$ cat config.mk
export PLATFORM = sky130hd
export DESIGN_NAME = fetch_unit
export DESIGN_NICKNAME = d
export VERILOG_FILES = /design/src/rtl/fetch_unit.sv
export SDC_FILE = /design/constraint.sdc
export NUM_CORES = 1
export LEC_CHECK = 0
export CAP_MARGIN = 20
export CORE_ASPECT_RATIO = 1.1
export CORE_MARGIN = 10
export CORE_UTILIZATION = 49
export DETAILED_ROUTE_END_ITERATION = 7
export PLACE_DENSITY_LB_ADDON = 0.2
export SYNTH_ARGS = -nofsm -noshare
export SYNTH_HDL_FRONTEND = slang
export SYNTH_SLANG_ARGS = --single-unit
$ cat constraint.sdc
create_clock -name clk -period 3.6 [get_ports clk]
set_input_delay 0.72 -clock clk [delete_from_list [all_inputs] [get_ports clk]]
set_output_delay 0.72 -clock clk [all_outputs]
set_load 0.01 [all_outputs]
$ cat src/rtl/fetch_unit.sv
// fetch_unit: instruction-fetch stage feeding the decoder.
//
// Owns the PC, issues in-order word fetches to instruction memory over a
// valid/ready handshake, and buffers returned words with their PCs in a small
// registered queue that decode pops as a {pc, instr} stream. Redirects from
// execute flush the queue and discard responses still in flight.
//
// Optional feature: define FETCH_ALIGN_CHECK_EN to add the fetch_misalign
// output. A misaligned redirect target then halts fetching until the next
// aligned redirect. Without it, redirect_pc[1:0] is forced to 2'b00.
//
// Ports:
//   clk, rst_n                      clock, async active-low reset
//   imem_req_valid/ready/addr       fetch request handshake, word address
//   imem_resp_valid/data            in-order response word
//   dec_valid/ready/instr/pc        queue head towards decode
//   redirect_valid/pc               branch/jump redirect from execute
//   fetch_misalign                  (FETCH_ALIGN_CHECK_EN only) halted on
//                                   a misaligned redirect target
module fetch_unit #(
  parameter logic [31:0] RESET_PC    = 32'h0000_0000,
  parameter int          QUEUE_DEPTH = 2
) (
  input  logic        clk,
  input  logic        rst_n,
  output logic        imem_req_valid,
  input  logic        imem_req_ready,
  output logic [31:0] imem_req_addr,
  input  logic        imem_resp_valid,
  input  logic [31:0] imem_resp_data,
  output logic        dec_valid,
  input  logic        dec_ready,
  output logic [31:0] dec_instr,
  output logic [31:0] dec_pc,
  input  logic        redirect_valid,
  input  logic [31:0] redirect_pc
`ifdef FETCH_ALIGN_CHECK_EN
  ,
  output logic        fetch_misalign
`endif
);

  localparam int PW = $clog2(QUEUE_DEPTH);
  localparam int CW = $clog2(QUEUE_DEPTH + 1);
  localparam logic [CW:0] DEPTH_W = (CW+1)'(QUEUE_DEPTH);

  logic          started_q, started_d;
  logic [31:0]   pc_q, pc_d;
  logic [CW-1:0] outstanding_q, outstanding_d;
  logic [CW-1:0] drop_q, drop_d;
  logic [CW-1:0] count_q, count_d;
  logic [PW-1:0] head_q, head_d, tail_q, tail_d;
  logic [PW-1:0] tag_rd_q, tag_rd_d, tag_wr_q, tag_wr_d;
  logic [31:0]   q_pc_q    [QUEUE_DEPTH];
  logic [31:0]   q_pc_d    [QUEUE_DEPTH];
  logic [31:0]   q_instr_q [QUEUE_DEPTH];
  logic [31:0]   q_instr_d [QUEUE_DEPTH];
  logic [31:0]   tag_q     [QUEUE_DEPTH];
  logic [31:0]   tag_d     [QUEUE_DEPTH];

  logic          halt;
  logic [31:0]   redirect_target;
  logic          req_fire, deq, enq;
  logic [CW:0]   credit_used;

`ifdef FETCH_ALIGN_CHECK_EN
  logic misalign_q, misalign_d;
  assign halt            = misalign_q;
  assign redirect_target = redirect_pc;
  assign fetch_misalign  = misalign_q;
`else
  assign halt            = 1'b0;
  assign redirect_target = redirect_pc & 32'hFFFF_FFFC;
`endif

  // A dequeue in this cycle frees its slot in time for a response one cycle
  // later, so it is credited here; this is what allows one instruction per
  // cycle with a two-entry queue and single-cycle memory.
  assign credit_used    = {1'b0, count_q} + {1'b0, outstanding_q} - (CW+1)'(deq);
  assign imem_req_valid = started_q && !redirect_valid && !halt && (credit_used < DEPTH_W);
  assign imem_req_addr  = pc_q;
  assign dec_valid      = (count_q != '0);
  assign dec_pc         = q_pc_q[head_q];
  assign dec_instr      = q_instr_q[head_q];

  always_comb begin
    req_fire = imem_req_valid && imem_req_ready;
    deq      = dec_valid && dec_ready;
    // A response landing in a redirect cycle belongs to the old stream.
    enq      = imem_resp_valid && (drop_q == '0) && !redirect_valid;

    started_d     = 1'b1;
    pc_d          = pc_q;
    outstanding_d = outstanding_q + CW'(req_fire) - CW'(imem_resp_valid);
    drop_d        = drop_q;
    count_d       = count_q + CW'(enq) - CW'(deq);
    head_d        = head_q + PW'(deq);
    tail_d        = tail_q + PW'(enq);
    tag_wr_d      = tag_wr_q + PW'(req_fire);
    tag_rd_d      = tag_rd_q + PW'(enq);
    q_pc_d        = q_pc_q;
    q_instr_d     = q_instr_q;
    tag_d         = tag_q;
`ifdef FETCH_ALIGN_CHECK_EN
    misalign_d    = misalign_q;
`endif

    if (imem_resp_valid && (drop_q != '0)) drop_d = drop_q - 1'b1;

    if (req_fire) begin
      pc_d            = pc_q + 32'd4;
      tag_d[tag_wr_q] = pc_q;
    end

    if (enq) begin
      q_pc_d[tail_q]    = tag_q[tag_rd_q];
      q_instr_d[tail_q] = imem_resp_data;
    end

    if (redirect_valid) begin
      pc_d     = redirect_target;
      // Every request still outstanding after this cycle is stale.
      drop_d   = outstanding_d;
      count_d  = '0;
      head_d   = '0;
      tail_d   = '0;
      tag_rd_d = '0;
      tag_wr_d = '0;
`ifdef FETCH_ALIGN_CHECK_EN
      misalign_d = |redirect_pc[1:0];
`endif
    end
  end

  always_ff @(posedge clk or negedge rst_n) begin
    if (!rst_n) begin
      started_q     <= 1'b0;
      pc_q          <= RESET_PC;
      outstanding_q <= '0;
      drop_q        <= '0;
      count_q       <= '0;
      head_q        <= '0;
      tail_q        <= '0;
      tag_rd_q      <= '0;
      tag_wr_q      <= '0;
      q_pc_q        <= '{default: '0};
      q_instr_q     <= '{default: '0};
      tag_q         <= '{default: '0};
`ifdef FETCH_ALIGN_CHECK_EN
      misalign_q    <= 1'b0;
`endif
    end else begin
      started_q     <= started_d;
      pc_q          <= pc_d;
      outstanding_q <= outstanding_d;
      drop_q        <= drop_d;
      count_q       <= count_d;
      head_q        <= head_d;
      tail_q        <= tail_d;
      tag_rd_q      <= tag_rd_d;
      tag_wr_q      <= tag_wr_d;
      q_pc_q        <= q_pc_d;
      q_instr_q     <= q_instr_d;
      tag_q         <= tag_d;
`ifdef FETCH_ALIGN_CHECK_EN
      misalign_q    <= misalign_d;
`endif
    end
  end

endmodule

Yosys cells after proc, flatten, opt, wreduce, memory -nomap -nowiden
Index checks and enable logic that the tools add are counted.

Flip-flop bits (word level): 235. Output and inout bits: 98. Logic and storage cells: 78. Bits of input ports: 70.

Bitwise gates (word level): 4. Reduce and logical (&&, ||, !) cells: 15. $lt $le $gt $ge: 7. Multiplexer cells: 25. Add/subtract/negate cells: 12.

Operators by type and width (number): 32-bit 2-to-1 mux (13); 64-bit bitwise mux (3); 32-bit demux with 1-bit select (2); 32-bit by 3-bit adder with 32-bit output (second input constant) (1); 1-bit logical AND (9); 2-bit >= comparator (second input constant) (4); 1-bit inverter with 2-bit output (4); 2-bit nonzero test (4); 2-bit 2-to-1 mux (3); 1-bit adder (4); 2-bit by 1-bit adder with 2-bit output (2); 2-bit by 1-bit < comparator with 1-bit output (second input constant) (2); 1-bit 2-to-1 mux (4); 2-bit by 1-bit subtractor with 2-bit output (2); 2-bit by 2-bit adder with 3-bit output (1); 3-bit by 2-bit < comparator with 1-bit output (second input constant) (1); 3-bit by 1-bit subtractor with 3-bit output (1); 2-bit logical NOT (1); 2-bit by 1-bit subtractor with 2-bit output (second input constant) (1); 1-bit logical NOT (1).

Logic depth before layout (Yosys ltp)
Gate-level depths: netlist of run 1.

Depth after elaboration: 9. Depth in mapped cells: 18. Depth with buffers taken out: 15.

Least setup slack after synthesis of run 1
No wires, ideal clock.

Kind: input to register. From: in dec_ready. To: reg tag_q[10] (netlist bit). Path buffers: 4. Stages on the path: 13. Required time: 3475 ps. Setup time: 125 ps. Arrival time: 3567 ps. Path slack: -92 ps. Path through: and2_1 -> ha_1 -> nand2b_1 -> fa_1 -> nand4b_1 -> or2_1 -> clkbuf_1 -> inv_1 -> clkbuf_8 -> buf_2 -> ha_1 -> clkbuf_1 -> mux2_2.

Cells in the longest elaborated chain, start to end: 5.

Ends and longest elaborated chain: from (decl) (line 32) `input logic dec_ready,`; 1-bit logical AND (line 88) `deq = dec_valid && dec_ready;`; 3-bit by 1-bit subtractor with 3-bit output (line 79) `assign credit_used = {1'b0, count_q} + {1'b0, outstanding_q} - (CW+1)'(deq);`; 3-bit by 2-bit < comparator with 1-bit output (line 80) `assign imem_req_valid = started_q && !redirect_valid && !halt && (credit_used < DEPTH_W);`; 1-bit logical AND (line 80); 1-bit logical AND (line 87) `req_fire = imem_req_valid && imem_req_ready;`; to (signal assigned) (line 164) `tag_q <= tag_d;`; to (decl) (line 58) `logic [31:0] tag_q [QUEUE_DEPTH];`.

No other way between the ends. A chain may end at the register's enable or synchronous reset.

Worst setup path in the final report of run 1
From: in dec_ready. To: out imem_req_valid.

Cells in the longest elaborated chain, start to end: 4.

Ends and longest elaborated chain: 1-bit logical AND (line 88); 3-bit by 1-bit subtractor with 3-bit output (line 79); 3-bit by 2-bit < comparator with 1-bit output (line 80); 1-bit logical AND (line 80); to (decl) (line 26) `output logic imem_req_valid,`.

No other way between the ends.

==> summary.txt, run 1 <==
Worst-margin pin slew: 0.980 ns
Post-route DRC: 0
Routed wire length: 24,400 um
HPWL after DPL: 16,600 um
CTS tree: built
Pwr/cell area: 805 nW/um^2
Type of the worst setup path: input port to output port
Clock latency on the worst-skew pair: 0.52 ns
Worst clock skew: 0.0105 ns
Fmax: 0.290 GHz
Die Wd: 158 um
Worst Setup SP: dec_ready
Top_reg_cell synth: dfrtp_1
Largest net degree at the start of global routing: 69
CP max FO: 3
Final Critical Period: 3.45 ns
GPL Wtd Cong: 0.817
RSZ-0062 raised after global routing: false
WP buf/inv: 2
Cell count after synthesis: 856
Initial antenna violation count: 0
Crit path capture type: output port
Synth warn: 0
FF-to-FF Start: count_q[0]
Slew Viols, Final: 0
Post-synth EDFFs: 0
Final setup fails: 0
Antenna cell count: 0
Most frequent cell after synthesis: dfrtp_1
Final Hold Viols: 0
Total power: 10.5 mW
Clock sinks: 225
Global-route wire length before repair: 40,200 um
Grt total ovfl: 0
Die H: 172 um
Io pins: 168
Total iterations of the first detailed-routing run: 4
Syn_area_per_cell: 12.1 um^2
CP Launch Type: input port
Commonest cells in the netlist: dfrtp_1 (225), mux2_2 (186), nor2_1 (80), a21oi_1 (66), nand2_1 (44)
Post-route ant nets: 0
Wire per inst: 19.0 um
Inst Count DP: 1,240
Nets: 1,094
IO buf count: 161
Number of max-cap violations: 0
Root buffer cell: clkbuf_16
Max VDD drop: 0.000360 V
Seq/Total Area, Yosys: 54.5%
Area grow syn2layout: 26.5%
Post-synth top area share: 54.5%
Synth Cell Area: 10,300 um^2
Period utilization: 95.7%
Non-Filler Instances: 1,283
FP Rows: 55
Library cells used by synthesis: 52
FFs w/ async S/R, synth: 100%
Synthesis-stage register bit count: 225
Required time of the worst setup path: 2.88 ns
CTS Buf Count: 25
Cells taking the most area after synthesis: dfrtp_1 (55%), mux2_2 (20%), mux2i_1 (3.3%)
WHS: 0.126 ns
Vias in the first global route: 7,559
Worst Hold Class: input port to asynchronous set/reset pin
Final Util: 63.3%
Setup repair bufs after CTS: 0
GRT Total Usage: 18.2%
Initial DRC count: 375
Worst-path clk slew: 0.06 ns
CTS Buffer Depth: 3
CP arrival: 2.73 ns
Slowest-stage cell, CP: clkdlybuf4s50_1
Crit path max-delay family: buffers and inverters
Yosys top cell by area: dfrtp_1
# hold bufs at CTS: 0
Outcome: finished, final reports clean
Core Region: 20,600 um^2
CP max stage delay: 0.47 ns
Slew margin rel.: 34.7%
Total number of vias: 7,077
Pleak: 5.65 nW
Initial Utilization: 50.0%
CP cell instances: clkdlybuf4s50_1, and2_1, ha_1, nand2b_1, fa_1, xnor2_1, nor3_1, clkdlybuf4s15_1
Die area: 27,300 um^2
Share of layout cells above drive strength 1: 25.7%
Vias per inst: 5.52
H-tree levels: 1
==> layer usage <==
layer | global-route usage [%] | vias to the layer above | wire (um)
met1 | 24.2 | 3524 | 10900
met4 | 4.39 | 0 | 465
met3 | 3.70 | 36 | 1400
li1 | - | 3344 | -
met2 | 30.0 | 173 | 11700
met5 | 0 | - | 0
==> logic make-up (layout without fill, tap and decap cells) <==
family                     Yosys count  after routing  share of synthesized area [%]
AOI/OAI and AO/OA                  121            121                           7.21
xor gates and xnor gates             9              9                          0.763
adders and majority gates           13             13                           1.65
buffers and inverters               77            245                           3.59
DFF                                225            225                           54.5
muxes                              220            220                           23.6
other                                2              5                         0.0727
and+or+nand+nor                    189            189                           8.62
==> stage by stage <==
step	TNS (ns)	instance area, um^2	worst slack [ns]
after floorplan	-5.51	10300	-0.0919
after global placement	-12.41	12300	-0.341
after detailed placement	-12.94	12300	-0.321
after CTS	0	13100	0.0837
after global routing	0	13100	0.00262
final	0	13100	0.153
==> cells in the final DEF, fill, tap and decap left out, drive strengths merged, types with 12 or more instances in the layout <==
| cell | n |
|---|---|
| nand2 | 44 |
| ha | 12 |
| mux2i | 34 |
| buf | 24 |
| o21ai | 18 |
| nand3 | 17 |
| dfrtp | 225 |
| nor2 | 80 |
| clkdlybuf4s50 | 158 |
| clkbuf | 36 |
| a21oi | 66 |
| mux2 | 186 |
| inv | 19 |
==> report_power, final <==
part	total (mW)	internal, mW	switching (mW)
Clock	2.52	1.53	0.986
Sequential	4.18	3.50	0.678
Combinational	3.82	2.29	1.52
==> worst reg2reg max path: stages (launching register included) <==
cell and delay, ns:
dfrtp_1 0.38, inv_1 0.09, nand2_1 0.09, and2_1 0.18, ha_1 0.26, nand2b_1 0.15
fa_1 0.51, nand4b_1 0.12, or2_1 0.26, inv_1 0.19, buf_4 0.20, nand3_1 0.14
or2_2 0.31, a31o_2 0.24
==> flip-flops by register name, summed over array words and instances (netlist names) <==
| name | count |
|---|---|
| count_q | 2 |
| drop_q | 2 |
| head_q | 1 |
| imem_req_addr | 30 |
| outstanding_q | 2 |
| q_instr_q | 64 |
| q_pc_q | 60 |
| started_q | 1 |
| tag_q | 60 |
| tag_rd_q | 1 |
| tag_wr_q | 1 |
| tail_q | 1 |
==> layout make-up <==
cell class	instances	area, um^2
clock buffer	36	727
clock inverter	7	85.1
fill	1633	7580
inverter	19	71.3
multi-input combinational	557	4360
sequential	225	5630
tap	256	320
timing repair buffer	183	1860
==> worst paths after layout <==
check | end | slack [ns] | cells after the start
setup / recovery | imem_req_valid | 0.15 | 8
hold / removal | q_instr_q[6] | 0.13 | 1
setup reg to reg | imem_req_addr[23] | 0.41 | 13
hold reg to reg | q_instr_q[42] | 0.50 | 1
max in group asynchronous | tag_q[36] | 2.62 | 2
min in group clk | q_instr_q[42] | 0.50 | 1
==> timing repair <==
| item | CTS | global route |
|---|---|---|
| endpoints found under the hold margin | 0 | 0 |
| resized for setup | 1 | 2 |
| setup endpoints to repair | 1 | 3 |
Power figures use the tool's default switching activity.
==> run 2: changes to the inputs <==
- CORE_MARGIN: 10 -> default
==> run 2 against run 1 <==
Die area is 21% lower. Highest routed layer unchanged. Combinational power hardly changed. Clock skew is 0.0045 ns lower. Clock power hardly changed. Via count is 0.71% higher.
==> summary.txt, run 2 (synthesized netlist as in run 1, its figures left out) <==
Outcome: finished, final reports clean
Worst-margin pin slew: 1.06 ns (+0.0762 ns)
Crit path capture type: output port
HPWL after DPL: 15,300 um (-7.8%)
Share of layout cells above drive strength 1: 25.7% (about the same)
Antenna cell count: 0 (unchanged)
Sw Share: 30.2% (-0.13 points)
Slew Viols, Final: 0 (unchanged)
Initial Utilization: 50.0% (unchanged)
CP max FO: 3 (unchanged)
Area grow syn2layout: 26.7%
Required time of the worst setup path: 2.88 ns (about the same)
GR Util met2: 35.4% (+5.4 points)
Sequential Power Share: 39.9% (+0.2 points)
Cell-internal power: 7.31 mW (-0.20%)
Total iterations of the first detailed-routing run: 5 (+1)
Most frequent cells in the layout: dfrtp_1 (223), mux2_2 (186), clkdlybuf4s50_1 (158), nor2_1 (79), a21oi_1 (66)
H-tree levels: 1 (unchanged)
Number of max-cap violations: 0 (unchanged)
Period utilization: 96.1% (+0.35 points)
Vias in the first global route: 7,163 (-5.2%)
Root buffer cell: clkbuf_16
Worst clock skew: 0.00598 ns (-0.00451 ns)
CP cell instances: clkdlybuf4s50_1, and2_1, ha_1, nand2b_1, fa_1, xnor2_1, nor3_1, dlygate4sd2_1
Clock Power Share: 23.8% (-0.2 points)
Post-route DRC: 0 (unchanged)
Largest net degree at the start of global routing: 81 (+17%)
CP max stage delay: 0.44 ns (-0.03 ns)
Max reg flops: 64 (unchanged)
WP buf/inv: 2 (unchanged)
GRT busiest layer: met2
Max VDD drop: 0.000382 V (+6.2%)
Inst Count DP: 1,239 (-0.081%)
IO buf count: 161 (unchanged)
CTS tree: built
Die area: 21,700 um^2 (-21%)
Clock sinks: 225 (unchanged)
Met3 usage: 3.19% (-0.51 points)
Met1 usage: 30.6% (+6.4 points)
Sw Pwr: 3.16 mW (-0.79%)
Worst-path clk slew: 0.06 ns (about the same)
GPL Wtd Cong: 0.829 (+1.5%)
RSZ-0062 raised after global routing: false
Top reg by flops: q_instr_q
Pleak: 5.65 nW (about the same)
Crit path max-delay family: buffers and inverters
Fmax: 0.289 GHz (-0.36%)
Grt total ovfl: 0 (unchanged)
Initial antenna violation count: 0 (unchanged)
Final Critical Period: 3.46 ns (+0.0126 ns)
CP Launch Type: input port
Die Wd: 140 um (-11%)
Global-route wire length before repair: 37,800 um (-6.1%)
Vias per inst: 5.56 (+0.79%)
Slew margin rel.: 29.6% (-5.1 points)
Wire per inst: 17.9 um (-5.8%)
CP arrival: 2.74 ns (about the same)
Setup TNS: 0 ns (unchanged)
Io pins: 168 (unchanged)
Logic pwr share: 36.3% (about the same)
Type of the worst setup path: input port to output port
Total number of vias: 7,127 (+0.71%)
Slowest-stage cell, CP: clkdlybuf4s50_1
Nets: 1,092 (-0.18%)
CTS Buffer Depth: 3 (unchanged)
Final setup fails: 0 (unchanged)
Worst Hold Class: input port to asynchronous set/reset pin
Pwr/cell area: 801 nW/um^2 (-0.49%)
Clock latency on the worst-skew pair: 0.51 ns (about the same)
Most common cell after layout, fill and taps aside: dfrtp_1
Initial DRC count: 312 (-17%)
Core Region: 20,600 um^2 (unchanged)
GRT Total Usage: 21.8% (+3.6 points)
Die H: 154 um (-10%)
Routed wire length: 22,900 um (-5.9%)
Final Hold Viols: 0 (unchanged)
Largest registers: q_instr_q: 64 flops, q_pc_q: 60 flops, tag_q: 60 flops
Non-Filler Instances: 1,282 (-0.078%)
Post-route ant nets: 0 (unchanged)
FP Rows: 55 (unchanged)
CTS Buf Count: 24 (-4.0%)
-- run 2: metal layers --
metal / routed length (um) / share of wire, % / up-vias
met5: 0 / 0 / -
met3: 1280 / 5.6 / 35
met4: 435 / 1.9 / 0
li1: - / - / 3347
met2: 11100 / 48 / 202
met1: 10200 / 44 / 3543
-- run 2: layout make-up --
cell class	instances	area (um^2)
multi-input cells	557	4360
clock inverters	9	101
clock buffers	34	709
well taps	256	320
inverters	19	71.3
fillers	1634	7560
flip-flops and latches	225	5630
repair buffers	182	1880
-- run 2: path summary, 6_finish.rpt --
kind / from / end / slack (ns) / cells after the start
max reg2reg: count_q[0] / tag_q[9] / 0.36 / 12
min: rst_n / q_instr_q[41] / 0.19 / 1
min reg2reg: q_instr_q[46] / q_instr_q[46] / 0.50 / 1
max: dec_ready / imem_req_valid / 0.14 / 8
max in group asynchronous: rst_n / tag_q[17] / 2.59 / 2
min in group clk: q_instr_q[46] / q_instr_q[46] / 0.50 / 1
-- run 2: worst reg2reg max path: cells and delay by family (launching register included) --
| kind | cells | cell delay [ns] |
|---|---|---|
| AND/OR/NAND/NOR | 5 | 0.78 |
| buffers and inverters | 3 | 0.54 |
| adder cells (fa/ha/maj) | 3 | 1.07 |
| multiplexers | 1 | 0.35 |
| flip-flops | 1 | 0.38 |
-- run 2: per-stage QoR --
stage	cell area (um^2)	utilization, %	hold slack [ns]	worst slack [ns]	total power [mW]
after floorplan	10300	-	0.424	-0.0919	6.32
after global placement	12300	59.4	0.483	-0.312	7.94
final	13100	63.4	0.188	0.141	10.5
after CTS	13100	63.3	0.208	0.115	10.6
after global routing	13100	63.4	0.224	0.0313	11.1
after detailed placement	12300	59.4	0.491	-0.312	8.05
-- run 2: power groups by stage --
stage | Clock, mW | Sequential (mW) | Combinational, mW
after floorplan | 0 | 3.95 | 2.37
after global placement | 0 | 4.17 | 3.77
after detailed placement | 0 | 4.22 | 3.83
after CTS | 2.56 | 4.18 | 3.86
after global routing | 2.67 | 4.30 | 4.16
final | 2.50 | 4.18 | 3.80
-- run 2: timing repair --
item	CTS	global route
resized for setup	1	1
setup endpoints to repair	1	5
pin swaps	0	0
buffers inserted	0	0
hold buffers	0	0
